==> src/rtl/data_axi_bridge_pkg.sv <==
// Shared types and constants for the data-side AXI bridge: FSM encoding,
// AXI size/burst codes and the fixed transaction ID.
package data_axi_bridge_pkg;

  typedef enum logic [2:0] {
    ST_IDLE = 3'd0,
    ST_RD_A = 3'd1,
    ST_RD_D = 3'd2,
    ST_WR   = 3'd3,
    ST_WR_B = 3'd4,
    ST_DONE = 3'd5
  } state_e;

  localparam logic [3:0] DATA_AXI_ID    = 4'd1;
  localparam logic [1:0] AXI_BURST_INCR = 2'b01;
  localparam logic [2:0] AXI_SIZE_1B    = 3'b000;
  localparam logic [2:0] AXI_SIZE_2B    = 3'b001;
  localparam logic [2:0] AXI_SIZE_4B    = 3'b010;

  // CPU size codes 0/1/2 map directly onto AXI byte/half/word sizes.
  function automatic logic [2:0] axi_size(input logic [1:0] mem_size);
    return {1'b0, mem_size};
  endfunction

endpackage

==> src/rtl/data_axi_bridge_axi_wr_pair.sv <==
// Drives AWVALID/WVALID together from a start pulse and tracks each handshake
// independently; both_done fires in the cycle the second handshake lands.
module axi_wr_pair (
  input  logic clk,
  input  logic rst,
  input  logic start,
  input  logic awready,
  input  logic wready,
  output logic awvalid,
  output logic wvalid,
  output logic both_done
);

  logic awvalid_q, awvalid_d;
  logic wvalid_q, wvalid_d;
  logic aw_ok_q, aw_ok_d;
  logic w_ok_q, w_ok_d;
  logic aw_hs, w_hs;

  // Handshake flags: each valid drops on its own handshake, flags clear once both are in.
  always_comb begin
    aw_hs     = awvalid_q & awready;
    w_hs      = wvalid_q & wready;
    both_done = (aw_ok_q | aw_hs) & (w_ok_q | w_hs);
    awvalid_d = awvalid_q;
    wvalid_d  = wvalid_q;
    aw_ok_d   = aw_ok_q;
    w_ok_d    = w_ok_q;
    if (start) begin
      awvalid_d = 1'b1;
      wvalid_d  = 1'b1;
      aw_ok_d   = 1'b0;
      w_ok_d    = 1'b0;
    end else if (both_done) begin
      awvalid_d = 1'b0;
      wvalid_d  = 1'b0;
      aw_ok_d   = 1'b0;
      w_ok_d    = 1'b0;
    end else begin
      if (aw_hs) begin
        awvalid_d = 1'b0;
        aw_ok_d   = 1'b1;
      end else begin
        awvalid_d = awvalid_q;
        aw_ok_d   = aw_ok_q;
      end
      if (w_hs) begin
        wvalid_d = 1'b0;
        w_ok_d   = 1'b1;
      end else begin
        wvalid_d = wvalid_q;
        w_ok_d   = w_ok_q;
      end
    end
  end

  // State registers.
  always_ff @(posedge clk) begin
    if (rst) begin
      awvalid_q <= 1'b0;
      wvalid_q  <= 1'b0;
      aw_ok_q   <= 1'b0;
      w_ok_q    <= 1'b0;
    end else begin
      awvalid_q <= awvalid_d;
      wvalid_q  <= wvalid_d;
      aw_ok_q   <= aw_ok_d;
      w_ok_q    <= w_ok_d;
    end
  end

  assign awvalid = awvalid_q;
  assign wvalid  = wvalid_q;

endmodule

==> src/rtl/data_axi_bridge.sv <==
// Data-memory port responder: turns one SRAM-style load/store into a single-beat
// AXI4 transaction and stalls the pipeline until it finishes.
module data_axi_bridge
  import data_axi_bridge_pkg::*;
#(
  parameter logic [3:0] AXI_ID = DATA_AXI_ID,
  parameter int         ADDR_W = 32,
  parameter int         DATA_W = 32
) (
  input  logic              clk,
  input  logic              rst,
  input  logic              mem_en,
  input  logic              mem_wr,
  input  logic [1:0]        mem_size,
  input  logic [3:0]        mem_sel,
  input  logic [ADDR_W-1:0] mem_addr,
  input  logic [DATA_W-1:0] mem_wdata,
  input  logic              mem_err,
  output logic [DATA_W-1:0] mem_rdata,
  output logic              data_on,
  output logic [3:0]        arid,
  output logic [ADDR_W-1:0] araddr,
  output logic              arvalid,
  input  logic              arready,
  output logic [2:0]        arsize,
  output logic [7:0]        arlen,
  output logic [1:0]        arburst,
  input  logic [DATA_W-1:0] rdata,
  input  logic              rvalid,
  output logic              rready,
  input  logic              rlast,
  input  logic [1:0]        rresp,
  output logic [3:0]        awid,
  output logic [ADDR_W-1:0] awaddr,
  output logic              awvalid,
  input  logic              awready,
  output logic [2:0]        awsize,
  output logic [7:0]        awlen,
  output logic [1:0]        awburst,
  output logic [DATA_W-1:0] wdata,
  output logic [3:0]        wstrb,
  output logic              wvalid,
  input  logic              wready,
  output logic              wlast,
  input  logic              bvalid,
  output logic              bready,
  input  logic [1:0]        bresp
);

  state_e              state_q, state_d;
  logic                arvalid_q, arvalid_d;
  logic                rready_q, rready_d;
  logic                bready_q, bready_d;
  logic [ADDR_W-1:0]   addr_q, addr_d;
  logic [1:0]          size_q, size_d;
  logic [3:0]          sel_q, sel_d;
  logic [DATA_W-1:0]   wdata_q, wdata_d;
  logic [DATA_W-1:0]   rdata_q, rdata_d;
  logic                req, wr_start, wr_both_done;
  logic                unused_resp;

  assign req         = mem_en & ~mem_err;
  assign unused_resp = &{1'b0, rlast, rresp, bresp};

  // Next-state and registered-output logic for the request FSM.
  always_comb begin
    state_d   = state_q;
    arvalid_d = arvalid_q;
    rready_d  = rready_q;
    bready_d  = bready_q;
    addr_d    = addr_q;
    size_d    = size_q;
    sel_d     = sel_q;
    wdata_d   = wdata_q;
    rdata_d   = rdata_q;
    wr_start  = 1'b0;
    case (state_q)
      ST_IDLE: begin
        if (req) begin
          addr_d = mem_addr;
          size_d = mem_size;
          if (mem_wr) begin
            state_d  = ST_WR;
            sel_d    = mem_sel;
            wdata_d  = mem_wdata;
            wr_start = 1'b1;
          end else begin
            state_d   = ST_RD_A;
            arvalid_d = 1'b1;
          end
        end else begin
          state_d = ST_IDLE;
        end
      end
      ST_RD_A: begin
        if (arready) begin
          state_d   = ST_RD_D;
          arvalid_d = 1'b0;
          rready_d  = 1'b1;
        end else begin
          state_d = ST_RD_A;
        end
      end
      ST_RD_D: begin
        if (rvalid) begin
          state_d  = ST_DONE;
          rready_d = 1'b0;
          rdata_d  = rdata;
        end else begin
          state_d = ST_RD_D;
        end
      end
      ST_WR: begin
        if (wr_both_done) begin
          state_d  = ST_WR_B;
          bready_d = 1'b1;
        end else begin
          state_d = ST_WR;
        end
      end
      ST_WR_B: begin
        if (bvalid) begin
          state_d  = ST_DONE;
          bready_d = 1'b0;
        end else begin
          state_d = ST_WR_B;
        end
      end
      ST_DONE: state_d = ST_IDLE;
      default: begin
        state_d   = ST_IDLE;
        arvalid_d = 1'b0;
        rready_d  = 1'b0;
        bready_d  = 1'b0;
      end
    endcase
  end

  // State registers; load data is cleared only by reset.
  always_ff @(posedge clk) begin
    if (rst) begin
      state_q   <= ST_IDLE;
      arvalid_q <= 1'b0;
      rready_q  <= 1'b0;
      bready_q  <= 1'b0;
      addr_q    <= '0;
      size_q    <= 2'd0;
      sel_q     <= 4'd0;
      wdata_q   <= '0;
      rdata_q   <= '0;
    end else begin
      state_q   <= state_d;
      arvalid_q <= arvalid_d;
      rready_q  <= rready_d;
      bready_q  <= bready_d;
      addr_q    <= addr_d;
      size_q    <= size_d;
      sel_q     <= sel_d;
      wdata_q   <= wdata_d;
      rdata_q   <= rdata_d;
    end
  end

  axi_wr_pair u_wr_pair (
    .clk       (clk),
    .rst       (rst),
    .start     (wr_start),
    .awready   (awready),
    .wready    (wready),
    .awvalid   (awvalid),
    .wvalid    (wvalid),
    .both_done (wr_both_done)
  );

  // The IDLE term is combinational so the stall covers the request cycle itself.
  assign data_on = ((state_q == ST_IDLE) & req) | (state_q == ST_RD_A) | (state_q == ST_RD_D) |
                   (state_q == ST_WR) | (state_q == ST_WR_B);

  assign mem_rdata = rdata_q;
  assign arid      = AXI_ID;
  assign araddr    = addr_q;
  assign arvalid   = arvalid_q;
  assign arsize    = axi_size(size_q);
  assign arlen     = 8'd0;
  assign arburst   = AXI_BURST_INCR;
  assign rready    = rready_q;
  assign awid      = AXI_ID;
  assign awaddr    = addr_q;
  assign awsize    = axi_size(size_q);
  assign awlen     = 8'd0;
  assign awburst   = AXI_BURST_INCR;
  assign wdata     = wdata_q;
  assign wstrb     = sel_q;
  assign wlast     = 1'b1;
  assign bready    = bready_q;

endmodule

==> config.mk <==
export PLATFORM = sky130hd
export DESIGN_NAME = data_axi_bridge
export DESIGN_NICKNAME = d
export VERILOG_FILES = /design/src/rtl/data_axi_bridge_pkg.sv /design/src/rtl/data_axi_bridge_axi_wr_pair.sv /design/src/rtl/data_axi_bridge.sv
export SDC_FILE = /design/constraint.sdc
export NUM_CORES = 1
export LEC_CHECK = 0
export CAP_MARGIN = 15
export CORE_AREA = 4 4 93 160
export DETAILED_ROUTE_END_ITERATION = 8
export DIE_AREA = 0 0 97 164
export PLACE_DENSITY = 0.76
export SYNTH_ARGS = -nofsm -noshare
export SYNTH_HDL_FRONTEND = slang
export SYNTH_SLANG_ARGS = --single-unit
export TNS_END_PERCENT = 10
==> constraint.sdc <==
create_clock -name clk -period 1.6 [get_ports clk]
set_input_delay 0.32 -clock clk [delete_from_list [all_inputs] [get_ports clk]]
set_output_delay 0.32 -clock clk [all_outputs]
set_load 0.02 [all_outputs]
### Yosys cells after proc, flatten, opt, wreduce, memory -nomap -nowiden

Cells that the tools add are included.

* word-level logic and storage cells: 78
* memory bits (read-only): 0
* memories kept: 0
* memory bits (writable): 0
* latch bits: 0
* input bits: 117
* flip-flop bits (word level): 112
* output and inout port bits: 173

* muxes and demuxes: 26
* divide/modulo/power cells: 0
* equality and inequality tests: 11
* reduce and logical (&&, ||, !) cells: 13
* bitwise logic cells: 15
* magnitude comparators: 0
* add/subtract/negate cells: 0
* multipliers: 0
* shift-type cells: 0

Operators with widths (count)
* 1-bit 2-to-1 mux: 17
* 3-bit case mux with 5 select lines: 1
* 4-bit OR reduction: 3
* 2-bit inequality test (second input constant): 5
* 3-bit 2-to-1 mux: 3
* 1-bit case mux with 3 select lines: 3
* 3-bit AND reduction: 3
* 3-bit by 2-bit equality test with 1-bit output (second input constant): 2
* 3-bit equality test (second input constant): 2
* 1-bit bitwise OR: 6
* 3-bit nonzero test: 2
* 1-bit AND: 5
* 2-bit 2-to-1 mux: 2
* 1-bit inverter: 4
* 2-bit AND reduction: 2
* 4-bit AND reduction: 1
* 3-bit by 1-bit equality test with 1-bit output (second input constant): 1
* 3-bit logical NOT: 1
* 3-bit OR reduction: 1
* 2-bit by 1-bit inequality test with 1-bit output (second input constant): 1

### Depth between registers and ports, before layout

Gate-level depths: netlist of the first run.

* depth after elaboration: 7
* depth in mapped cells: 5
* mapped depth without buffers: 4

### Cells and area by module

From an unflattened synthesis of the first run, not the netlist that was laid out.

* cell total of the unflattened synthesis: 579
* area total of the unflattened synthesis: 4609.4 um^2

By module, submodules not included
* data_axi_bridge: cells an instance 565, area an instance 4461.8 um^2, times used 1
* axi_wr_pair: cells an instance 14, area an instance 147.6 um^2, times used 1

### Least setup slack after synthesis of the first run

Ideal clock, no wire load.

* path type: reg-to-output
* from: register state_q[2]
* to: output port data_on
* arrival: 1156 ps
* path slack: 124 ps
* required time: 1280 ps
* cell stages (with the launch flop): 5
* cells stage by stage: dfxtp_1 buf_2 nor3_4 buf_2 a21oi_1

* cells in the longest elaborated chain, start to end: 6

Ends and longest elaborated chain
* start, declared: RTL line data_axi_bridge.sv:50 `state_e state_q, state_d;`
* start signal, assigned: RTL line data_axi_bridge.sv:152 `state_q <= state_d;`
* 3-bit logical NOT: RTL line data_axi_bridge.sv:176 `assign data_on = ((state_q == ST_IDLE) & req) | (state_q == ST_RD_A) | (state_q == ST_RD_D) |`
* 1-bit AND: RTL line data_axi_bridge.sv:176
* 1-bit bitwise OR (3 in series): RTL line data_axi_bridge.sv:176
* 1-bit bitwise OR *: RTL line data_axi_bridge.sv:177 `(state_q == ST_WR) | (state_q == ST_WR_B);`
* end, declared: RTL line data_axi_bridge.sv:20 `output logic data_on,`

Mark *: on every way between the ends. The rest lies on a longest branch, timed or not.

### Worst setup path after layout of the first run

Same ends and word-level chain as after synthesis.

==> results of run 1 <==
kinds of logic after synthesis:
family | Yosys count | share of synthesized area (%)
compound gates | 193 | 24.3
other cells | 2 | 0.145
buf+inv | 132 | 15.8
mux | 1 | 0.193
flops | 112 | 43.2
fa+ha+maj | 1 | 0.241
simple gates | 163 | 16.1
worst register-to-register path: cells and delay by family (launching register included):
family                 cells  cell delay [ns]
buffers and inverters      1             0.21
AOI/OAI and AO/OA          2             0.29
and+or+nand+nor            1             0.43
DFF                        1             0.45
power by group through the flow:
stage	Clock (mW)	Sequential [mW]	Combinational (mW)
detailed placement	0	3.07	1.90
floorplan	0	3.20	0.949
global route	2.28	3.01	1.92
finish	2.11	3.00	1.80
global placement	0	3.06	1.89
CTS	2.18	3.00	1.80
per-stage QoR:
step	std cells	worst slack [ns]
after floorplan	633	0.124
after global placement	973	-0.0783
after global routing	991	0.0209
after detailed placement	973	-0.121
after CTS	991	0.000699
final	991	0.0601
path summary, 6_finish.rpt:
check                     from           endpoint  slack [ns]  cells after the start
setup / recovery    state_q[2]            data_on        0.06                      4
hold / removal             rst  u_wr_pair.awvalid        0.34                      2
setup reg to reg    state_q[0]            arvalid        0.10                      4
hold reg to reg   mem_rdata[8]       mem_rdata[8]        0.45                      2
cell type report:
class / count / area share, %
Inverter: 5 / 0.237
Clock buffer: 10 / 2.90
Timing Repair Buffer: 295 / 36.4
Tap cell: 174 / 2.75
Sequential cell: 112 / 28.4
Multi-Input combinational cell: 389 / 28.8
Clock inverter: 6 / 0.554
per-layer routing:
| layer | vias up | global-route usage, % | share of wire, % |
|---|---|---|---|
| met5 | - | 0 | 0 |
| met4 | 0 | 7.54 | 2.6 |
| met3 | 27 | 5.18 | 7.6 |
| met2 | 226 | 35.8 | 53 |
| met1 | 2358 | 21.1 | 37 |
| li1 | 2454 | - | - |
sequential cells by signal, summed over array words and instances, names as in the netlist:
| signal | flops |
|---|---|
| araddr | 32 |
| mem_rdata | 32 |
| wdata | 32 |
| wstrb | 4 |
| state_q | 3 |
| size_q | 2 |
| arvalid | 1 |
| bready | 1 |
| rready | 1 |
| u_wr_pair.aw_ok_q | 1 |
| u_wr_pair.awvalid | 1 |
| u_wr_pair.w_ok_q | 1 |
| u_wr_pair.wvalid | 1 |
cells in the final DEF (no fill, tap or decap), types with 2 or more instances in the layout:
cell | synthesis | layout
o31ai_2 | 36 | 36
nand2_1 | 67 | 67
o21ai_0 | 26 | 26
buf_6 | 6 | 2
dlygate4sd2_1 | 0 | 141
inv_6 | 0 | 2
clkbuf_16 | 0 | 9
nand4_1 | 37 | 37
clkdlybuf4s50_1 | 0 | 110
nor2b_1 | 4 | 3
a21oi_1 | 110 | 109
buf_12 | 0 | 16
conb_1 | 2 | 31
inv_1 | 5 | 4
nor3_1 | 2 | 2
o21ai_1 | 12 | 12
a31oi_1 | 3 | 3
clkinv_2 | 0 | 2
nor4_1 | 2 | 2
nand3_1 | 36 | 36
nand3b_1 | 2 | 2
dfxtp_1 | 112 | 110
and3b_1 | 2 | 2
buf_4 | 66 | 26
timing repair:
item                       4_1_cts  5_1_grt
cloned                           0        0
setup endpoints to repair      142        2
hold endpoints to repair         0        0
gates resized for setup        142        5
pin swaps                        1        0
buffers inserted                 2        0
==> impl_metrics.toml, run 1 <==
[timing]
finalCritPeriodShare_pct = 96.2
setup_viol = 0
report.final.slew_viol_count = 0
hold_ws_ns = 0.342
rsz0062_at_grt = "no"
period_needed_ns = 1.54
fin_tns_setup_ns = 0
fmax_ghz = 0.649
clock-skew-final_ns = 0.00813
hold_viol_final = 0

[layout]
drive_gt1_share_pct = 13.0
fin_nets = 930
regArea_mm2 = 0.00225
stdcell_area_mm2 = 0.00791
area_delta_synth_final_pct = 52.3
multi_input_area_mm2 = 0.00228
fin_util_pct = 58.5
antenna_cells = 0
fill_cells = 1261

[worst_setup_path]
critPathRequiredTime_ns = 1.28
crit_path_top_delay_cell = "dfxtp_4"
crit_arrival_ns = 1.22
startpoint_type = "flop"
crit_type = "reg2out"
critPathCaptureType = "primary output"
worst_path_largest_cell_delay_ns = 0.38
cp_common_cell = "buf_6"
path_cells = "buf_6, o21a_1, a21oi_2, buf_6"
crit_buf_inv = 2
cp_max_fo = 5
crit_family = "flip-flops"

[status]
status = "finished, final reports clean"

[global_route]
grt.total_usage_pct = 19.4
grt_max_degree = 44
grt-ovfl-total = 0
first_global_vias = 4769
antenna_found_initial = 0
grt_pass1_wl_um = 25100

[synth]
ys_seq_elements = 112
ys_async_sr_fraction_pct = 0
yosys_most_used_dff = "dfxtp_1"
synthCells = 604
syn_avg_cell_area_um2 = 8.60
synth.most_common_cell = "dfxtp_1"
synth.largest_area_cell = "dfxtp_1"
synth_edf_count = 0
synth_common_cells = "dfxtp_1, a21oi_1, nand2_1"
mappedNetlistArea_mm2 = 0.00519
yosysTopAreaCellShare_pct = 43.2
synth_area_leaders = "dfxtp_1, a21oi_1, buf_4, o31ai_2, nand2_1"
seq_area_frac_synth_pct = 43.2
ys.warnings.count = 0
yosysUniqueCellTypes = 41

[floorplan]
die_y_um = 164
core_mm2 = 0.0135
rows = 56
die_area_mm2 = 0.0159
io_pins = 290
die_x_um = 97
start_util_pct = 38.4

[detailed_routing]
drc = 0
wl_per_cell_um = 16.7
via_per_inst = 5.11
finalWirelength_um = 16500
drt_iter0_drc = 185
drtPass1Iterations = 5
drtAntennaViolNets = 0
via_count = 5065

[pwr]
p_switching_mw = 2.16
ir_worst_vdd_mv = 0.502
power.total_mw = 6.91
p_per_area_mw_per_mm2 = 873
p_leak_nw = 3.38
clkPwrFrac_pct = 30.6
pwr-share-seq_pct = 43.4
comb_power_share_pct = 26.0
p_sw_share_pct = 31.3
power.internal_mw = 4.75

[clocking]
clkSlewWorstSetupHoldPaths_ns = 0.07
cts_inserted_buffers = 9
cts_buffer_depth = 2
htreeDepth = 3
cts-root-buf = "clkbuf_16"
cts_sinks = 112
tritoncts = "yes"
cts_hold_buf = 0
clk-insertion-delay-late_ns = 0.34

[placement]
gp_congestion = 0.815
io_buffers = 253
place_hpwl_um = 12000
dpl_cell_area_mm2 = 0.00778

[min_path]
holdCritPathClass = "in2reg"

[run]
maxCapViolCount = 0
No activity file was read; power rests on OpenSTA's default activity.
==> run 2: changes to the inputs <==
- CORE_AREA: 4 4 93 160 -> 4 4 112 114
- DIE_AREA: 0 0 97 164 -> 0 0 116 118
- DONT_BUFFER_PORTS: default -> 1
- PLACE_DENSITY: 0.76 -> 0.56
==> run 2 against run 1 <==
Compared with the run above: cell count down 31%; clock skew up 0.0027 ns; global-route usage down 0.59 points; power down 8.2%; largest power group unchanged; worst hold slack worse by 0.29 ns; largest cell class is now multi-input combinational cells.
==> impl_metrics.toml, run 2 (same netlist as run 1, synthesis figures left out) <==
[detailed_routing]
wl_per_cell_um = 19.9
drtAntennaViolNets = 0
finalWirelength_um = 13600
drc = 0
drtPass1Iterations = 4
via_per_inst = 5.85
drt_iter0_drc = 273
via_count = 4007

[timing]
rsz0062_at_grt = "no"
hold_viol_final = 0
setup_viol = 0
period_needed_ns = 1.54
finalCritPeriodShare_pct = 96.1
fmax_ghz = 0.651
fin_tns_setup_ns = 0
worstMarginPinSlew_ns = 0.517
report.final.slew_viol_count = 0
clock-skew-final_ns = 0.0109
relSlewSlack_pct = 65.6

[layout]
fin_cells = 685
stdcell_area_mm2 = 0.00526
mostFrequentLayoutCells = "dfxtp_1, a21oi_1, nand2_1"
fin_nets = 656
area_delta_synth_final_pct = 1.28
antenna_cells = 0
drive_gt1_share_pct = 14.8
final_common_cell = "dfxtp_1"

[min_path]
min_delay_path_depth = 1
holdCritStartpoint = "rst"
holdCritPathClass = "in2reg"
timing.hold.worst_endpoint = "araddr[5]"

[pwr]
ir_worst_vdd_mv = 0.591
p_leak_nw = 1.68
p_per_area_mw_per_mm2 = 1210

[floorplan]
core_mm2 = 0.0114
die_area_mm2 = 0.0137
rows = 39
die_x_um = 116
die_y_um = 118
start_util_pct = 45.5
io_pins = 290

[worst_setup_path]
critPathRequiredTime_ns = 1.28
worstRegToRegCells = 4
crit_type = "reg2out"
cp_common_cell = "buf_6"
r2r_setup_slack_ns = 0.11
startpoint_type = "flop"
r2r-start = "state_q[0]"
crit_path_top_delay_cell = "dfxtp_2"
worstReg2RegEnd = "arvalid"
path_cells = "buf_6, o21a_1, a21oi_2, buf_6"
crit_arrival_ns = 1.22
cp_max_fo = 5
critPathCaptureType = "primary output"
worst_path_largest_cell_delay_ns = 0.32

[placement]
place_hpwl_um = 9070
dpl_cell_area_mm2 = 0.00493
io_buffers = 0
gp_congestion = 0.746
dp_cells = 667

[global_route]
grt_max_degree = 110
grt_pass1_wl_um = 20700
grt-ovfl-total = 0
grt.total_usage_pct = 18.8
antenna_found_initial = 0
first_global_vias = 3860

[clocking]
cts_hold_buf = 0
clk-insertion-delay-late_ns = 0.34
cts_sinks = 112
cts-root-buf = "clkbuf_16"
clkSlewWorstSetupHoldPaths_ns = 0.06
tritoncts = "yes"
htreeDepth = 3
cts_buffer_depth = 2
cts_inserted_buffers = 9

[status]
status = "finished, final reports clean"

[run]
maxCapViolCount = 0
run 2: cell count changes in the layout (fill, tap and decap cells not counted), sizes merged:
cell           change
buf               -23
clkbuf             +2
clkinv             -2
inv                -2
dlygate4sd2      -141
clkdlybuf4s50    -110
bufinv             +1
run 2: metrics by stage:
stage               hold slack, ns  power (mW)  worst slack (ns)  util, %
finish                      0.0475        6.34            0.0631     46.1
global placement             0.400        4.15             0.164     43.2
CTS                         0.0267        6.41          0.000708     45.9
floorplan                    0.456        4.14             0.124        -
global route                0.0204        6.64           0.00106     46.1
detailed placement           0.403        4.18             0.123     43.2
run 2: worst max-delay path, delay by kind of cell (launching register included):
kind	cells	cell delay, ns
DFF	1	0.32
buffers and inverters	2	0.25
AOI/OAI and AO/OA	2	0.30
run 2: worst max path at each step:
| stage | startpoint | to | slack (ns) | depth (start not counted) |
|---|---|---|---|---|
| after global placement | state_q[0] | arvalid | 0.16 | 4 |
| after CTS | state_q[1] | data_on | 0.0007 | 4 |
| final | state_q[1] | data_on | 0.06 | 4 |
| after floorplan | state_q[2] | data_on | 0.12 | 4 |
| after detailed placement | state_q[0] | arvalid | 0.12 | 4 |
| after global routing | state_q[1] | data_on | 0.001 | 4 |
run 2: layout make-up:
cell class	count	area [µm²]
inverters	5	18.8
flip-flops and latches	112	2240
well taps	143	179
multi-input cells	389	2280
repair buffers	21	253
clock inverters	3	42.5
clock buffers	12	246
fillers	1107	6160
run 2: routing by layer:
layer | share of wire [%] | global-route usage [%] | up-vias
li1 | - | - | 1909
met1 | 38 | 21.4 | 1883
met5 | 0 | 0 | -
met2 | 50 | 31.9 | 199
met3 | 10 | 6.89 | 16
met4 | 1.5 | 6.82 | 0
run 2: report_power, final:
part / internal (mW) / leakage [nW] / switching (mW)
Clock: 1.25 / 0.139 / 0.962
Sequential: 2.91 / 0.909 / 0.318
Combinational: 0.287 / 0.634 / 0.615
Total: 4.45 / 1.68 / 1.89
run 2: timing repair:
item,4_1_cts,5_1_grt
resized for setup,3,1
setup buffers,1,2
endpoints found under the hold margin,0,0
pin swaps,1,0
endpoints found under the setup margin,1,1
